===== config.mk =====
export PLATFORM = sky130hd
export DESIGN_NAME = spi_ram_ctrl
export DESIGN_NICKNAME = d
export VERILOG_FILES = /design/src/rtl/spi_ram_pkg.sv /design/src/rtl/spi_ram_mem.sv /design/src/rtl/spi_ram_ctrl.sv
export SDC_FILE = /design/constraint.sdc
export NUM_CORES = 2
export LEC_CHECK = 0
export CAP_MARGIN = 30
export CORE_MARGIN = 2
export CORE_UTILIZATION = 58
export CTS_CLUSTER_DIAMETER = 60
export CTS_CLUSTER_SIZE = 30
export DETAILED_ROUTE_END_ITERATION = 10
export PLACE_DENSITY = 0.72
export SYNTH_ARGS = -nofsm -noshare
export SYNTH_HDL_FRONTEND = slang
export SYNTH_SLANG_ARGS = --single-unit

===== constraint.sdc =====
create_clock -name clk -period 5.9 [get_ports clk]
set_input_delay 0.885 -clock clk [delete_from_list [all_inputs] [get_ports clk]]
set_output_delay 0.885 -clock clk [all_outputs]
set_load 0.01 [all_outputs]

===== src/rtl/spi_ram_pkg.sv =====
// spi_ram_pkg: opcodes and sequencing-FSM states shared by the SPI RAM controller.
package spi_ram_pkg;
  localparam logic [1:0] OP_WR_ADDR = 2'b00;
  localparam logic [1:0] OP_WR_DATA = 2'b01;
  localparam logic [1:0] OP_RD_ADDR = 2'b10;
  localparam logic [1:0] OP_RD_DATA = 2'b11;
  typedef enum logic [1:0] {S_IDLE, S_WADDR, S_RADDR, S_BOTH} state_t;
endpackage


===== src/rtl/spi_ram_mem.sv =====
// spi_ram_mem: single-port 8-bit RAM, synchronous write and synchronous (read-before-write) read.
module spi_ram_mem #(
  parameter int MEM_DEPTH = 256,
  parameter int ADDR_SIZE = 8
) (
  input  logic                 clk,
  input  logic                 we,
  input  logic [ADDR_SIZE-1:0] addr,
  input  logic [7:0]           din,
  output logic [7:0]           dout
);
  logic [7:0] mem [MEM_DEPTH];
  always_ff @(posedge clk) begin
    if (we) mem[addr] <= din;
    dout <= mem[addr];
  end
endmodule


===== src/rtl/spi_ram_ctrl.sv =====
// spi_ram_ctrl: command decoder, sequencing FSM and RAM for 10-bit SPI command words.
// Define RAM_SEQ_ERR_EN to add the sticky seq_err output for out-of-sequence data commands.
module spi_ram_ctrl
  import spi_ram_pkg::*;
#(
  parameter int MEM_DEPTH = 256,
  parameter int ADDR_SIZE = 8
) (
  input  logic       clk,
  input  logic       rst,
  input  logic [9:0] rx_data,
  input  logic       rx_valid,
  output logic [7:0] tx_data,
  output logic       tx_valid
`ifdef RAM_SEQ_ERR_EN
  , output logic     seq_err
`endif
);
  localparam logic [ADDR_SIZE-1:0] LAST = ADDR_SIZE'(MEM_DEPTH - 1);
  function automatic logic [ADDR_SIZE-1:0] inc(input logic [ADDR_SIZE-1:0] a);
    return a == LAST ? '0 : a + 1'b1;
  endfunction
  function automatic logic [ADDR_SIZE-1:0] wrap(input logic [7:0] p);
    return ADDR_SIZE'(32'(p) % MEM_DEPTH);
  endfunction
  state_t state;
  logic rx_valid_q, acc, wr_ok, rd_ok, we;
  logic [1:0] op;
  logic [7:0] pl, dout;
  logic [ADDR_SIZE-1:0] wr_addr, rd_addr;
  assign op = rx_data[9:8];
  assign pl = rx_data[7:0];
  assign acc = rx_valid & ~rx_valid_q;
  assign wr_ok = state inside {S_WADDR, S_BOTH};
  assign rd_ok = state inside {S_RADDR, S_BOTH};
  assign we = acc & (op == OP_WR_DATA) & wr_ok & ~rst;
  // Outside write cycles the RAM continuously prefetches mem[rd_addr]; accepted commands are
  // at least two cycles apart, so dout is always current when RD_DATA arrives.
  spi_ram_mem #(.MEM_DEPTH(MEM_DEPTH), .ADDR_SIZE(ADDR_SIZE)) u_mem (
    .clk (clk),
    .we  (we),
    .addr(we ? wr_addr : rd_addr),
    .din (pl),
    .dout(dout)
  );
  always_ff @(posedge clk or posedge rst) begin
    if (rst) begin
      state      <= S_IDLE;
      rx_valid_q <= 1'b0;
      wr_addr    <= '0;
      rd_addr    <= '0;
      tx_data    <= '0;
      tx_valid   <= 1'b0;
`ifdef RAM_SEQ_ERR_EN
      seq_err    <= 1'b0;
`endif
    end else begin
      rx_valid_q <= rx_valid;
      if (acc) begin
        tx_valid <= 1'b0;
        case (op)
          OP_WR_ADDR: begin
            wr_addr <= wrap(pl);
            state   <= state == S_IDLE ? S_WADDR : state == S_RADDR ? S_BOTH : state;
          end
          OP_WR_DATA: if (wr_ok) wr_addr <= inc(wr_addr);
          OP_RD_ADDR: begin
            rd_addr <= wrap(pl);
            state   <= state == S_IDLE ? S_RADDR : state == S_WADDR ? S_BOTH : state;
          end
          default: if (rd_ok) begin
            tx_data  <= dout;
            tx_valid <= 1'b1;
            rd_addr  <= inc(rd_addr);
          end
        endcase
`ifdef RAM_SEQ_ERR_EN
        if ((op == OP_WR_DATA && !wr_ok) || (op == OP_RD_DATA && !rd_ok)) seq_err <= 1'b1;
`endif
      end
    end
  end
endmodule

==> metrics <==
complex-gate fraction of the synthesized area 13.9%; Seq cells post-synth 2084; dpl hpwl roughly 120000 µm; syn nets ~5000; nets 5006; clk_lat worst skew 820 ps; CTS Buf Count 121; CP arrival between 5000 and 6000 ps; Worst path max stage delay 730 ps; DR WL met2 99300 µm; Die ar. 0.139 mm²; synth top area cells edfxtp_1, a222oi_1, o21ai_0; Setup Buffers After CTS 0; Core Rows about 140; Achievable Freq 207 MHz; CTS Root Cell clkbuf_16; P&R area growth vs syn 9.96%; H-tree depth 3; Routed Antenna Nets 0; CTS tree yes; commonest cells after routing, fill and taps aside edfxtp_1, o21ai_0, nand2_1, a21oi_1, a222oi_1; register area share after synthesis 79.0%; RSZ-0062 raised after global routing false; FF+latch area 0.0624 mm²; Core Util, Final 64.2%; top-area cell type share of the netlist area 77.9%; CP Cell Sequence clkdlybuf4s50_1 > and4bb_1 > nand2_2 > mux2i_4 > buf_4 > a41oi_1 > or4_1 > a21oi_1 > nand4_1 > and4_1; MaxCap Viol Count 0; Final Cycle Share 82.0%; Worst Skew 64.3 ps; DP Worst Slack 229 ps; Hold Crit Class register to register; fillcell total 9183; PortBufs 21; pwr dens 380 mW/mm²; Die X 373 µm; first-pass GRT wire length 311000 µm; critical path's slowest cell mux2i_4; Hold Vio Cnt, Final 0; crit path time final 4840 ps; worst hold endpoint tx_valid$_DFFE_PP0N_; Core Footprint 0.135 mm²; Tot Pwr 33.0 mW; status complete, no violations; Mean Syn Cell Area 15.8 µm²; Syn. warnings 0; highest routed layer met5; gpl congestion just over 0.9; commonest non-fill, non-tap cell in the layout edfxtp_1; Max IR drop VDD 0.239 mV; Iter 0 DRT Violations 10332; DRC violations left 0; synthesized-area fraction occupied by adder cells less than 1%; flop2flop setup slack 1350 ps; Netlist cell types 57; WP data required 6590 ps; WP buf/inv 2; wire length per cell around 31 µm; vias post-DR 48791; TNS Setup 0 ps; starting density of the core 58.4%; Routed WL 214000 µm; depth of the most critical reg-to-reg path 9; Reg2Reg Capture Point u_mem.dout[6]$_DFF_P_; wl on met1 approximately 78000 µm; global-route usage over all layers between 30 and 40%; number of synthesized flops with an enable pin about 2000; largest family of logic cells by synthesized area compound AO/OA/AOI/OAI gates; measured slew at the worst slew-check pin ~1200 ps; initial antenna violation count 7; Crit path max-delay family simple AND/OR/NAND/NOR gates; Hold Startpoint tx_valid$_DFFE_PP0N_; XOR/XNOR Fraction of Synth Area 0%; GRT overflow 0; Setup-failing EPs final 0; reg2reg start rx_valid_q$_DFF_PP0_; vias in the first global route between 40000 and 50000; pin count of the biggest net entering global routing 153; Critical Path Fanout Max 15; total I/O pin count 22; asr flop ratio synth around 1.3%; layout cell share with drive strength beyond 1 10.3%; routed wl met3 28100 µm; clk sinks about 2100; Hold Path Depth 1; clock slew at reported path FFs ~90 ps; final worst setup slack 1060 ps; Multi-input gate area roughly 0.015 mm²; ys flop type edfxtp_1; CP Capture Type register; post-synthesis cell area 0.0790 mm²; mux contribution to synthesized area less than 1%; Lkg Pwr 25.6 nW; Post-Syn Instances 4993; post-CTS sizing 0; drt pass-1 iters 10; Max-slew headroom 23.3%; Yosys top cell by area edfxtp_1; DIE HEIGHT 373 µm; fin. max-slew vios 0; crit path launch type input port; hold-fix buffers at CTS 0; CTS Buffer Depth 3; vias per std cell roughly 7.1; Synth Area in Simple Gates between 4 and 5%; critical path class input port to register
routing by layer:
layer | vias up | GRT usage [%]
met3 | 421 | 6.29
met4 | 8 | 11.4
met2 | 3760 | 46.0
met5 | - | 0
met1 | 24281 | 43.5
li1 | 20321 | -
cells in the mapped netlist, types with 4 or more instances:
master and number:
a21oi_1 409, a222oi_1 371, a22oi_1 6, a31oi_1 4, a41oi_1 138, and4_1 8
buf_1 23, buf_2 102, buf_6 15, clkbuf_1 266, dfrtp_1 28, dfxtp_1 8
edfxtp_1 2048, mux2_2 9, nand2_1 456, nand2b_1 13, nand3_1 9, nand3b_1 7
nand4_1 19, nand4b_1 16, nor2_1 274, nor2b_1 13, nor3_1 10, o21ai_0 554
o21ai_1 10, o41ai_1 112, or4_1 16
metrics by stage:
stage               cells  area (µm²)  hold slack, ps
global route         6881       86800             521
floorplan            4993       79000             439
finish               6882       86800             504
global placement     6641       82200             459
CTS                  6877       86800             507
detailed placement   6646       82300             492
cell type report:
cell class / instances / area share [%]
sequential: 2084 / 71.8
multi-input combinational: 2496 / 17.2
clock buffer: 129 / 3.57
timing repair buffer: 285 / 3.17
tap: 1781 / 2.57
clock inverter: 102 / 1.62
inverter: 3 / 0.0130
antenna: 2 / 0.00576
cell families after synthesis:
kind of cell | count (synthesis)
mux | 13
compound gates | 1622
flops | 2084
fa+ha+maj | 2
buf+inv | 413
simple gates | 859
worst max-delay path by stage:
stage / to / depth (start not counted) / slack (ps) / startpoint
floorplan: u_mem.mem[108][0]$_DFFE_PP_ / 9 / 2400 / rst
global placement: u_mem.dout[7]$_DFF_P_ / 10 / 200 / rx_data[9]
detailed placement: u_mem.dout[6]$_DFF_P_ / 10 / 230 / rx_data[9]
CTS: u_mem.dout[6]$_DFF_P_ / 10 / 1090 / rx_data[9]
global route: u_mem.dout[6]$_DFF_P_ / 10 / 940 / rx_data[9]
finish: u_mem.dout[6]$_DFF_P_ / 10 / 1060 / rx_data[9]
registers in the layout, summed over array words and instances (netlist names):
name	cells
state	2
rx_valid_q	1
u_mem.dout	8
tx_valid	1
rd_addr	8
tx_data	8
u_mem.mem	2048
wr_addr	8
report_power, final:
group	internal [mW]	switching, mW
Clock	4.46	5.42
Combinational	1.93	4.66
Sequential	16.3	0.182
No activity file was read; power rests on OpenSTA's default activity.
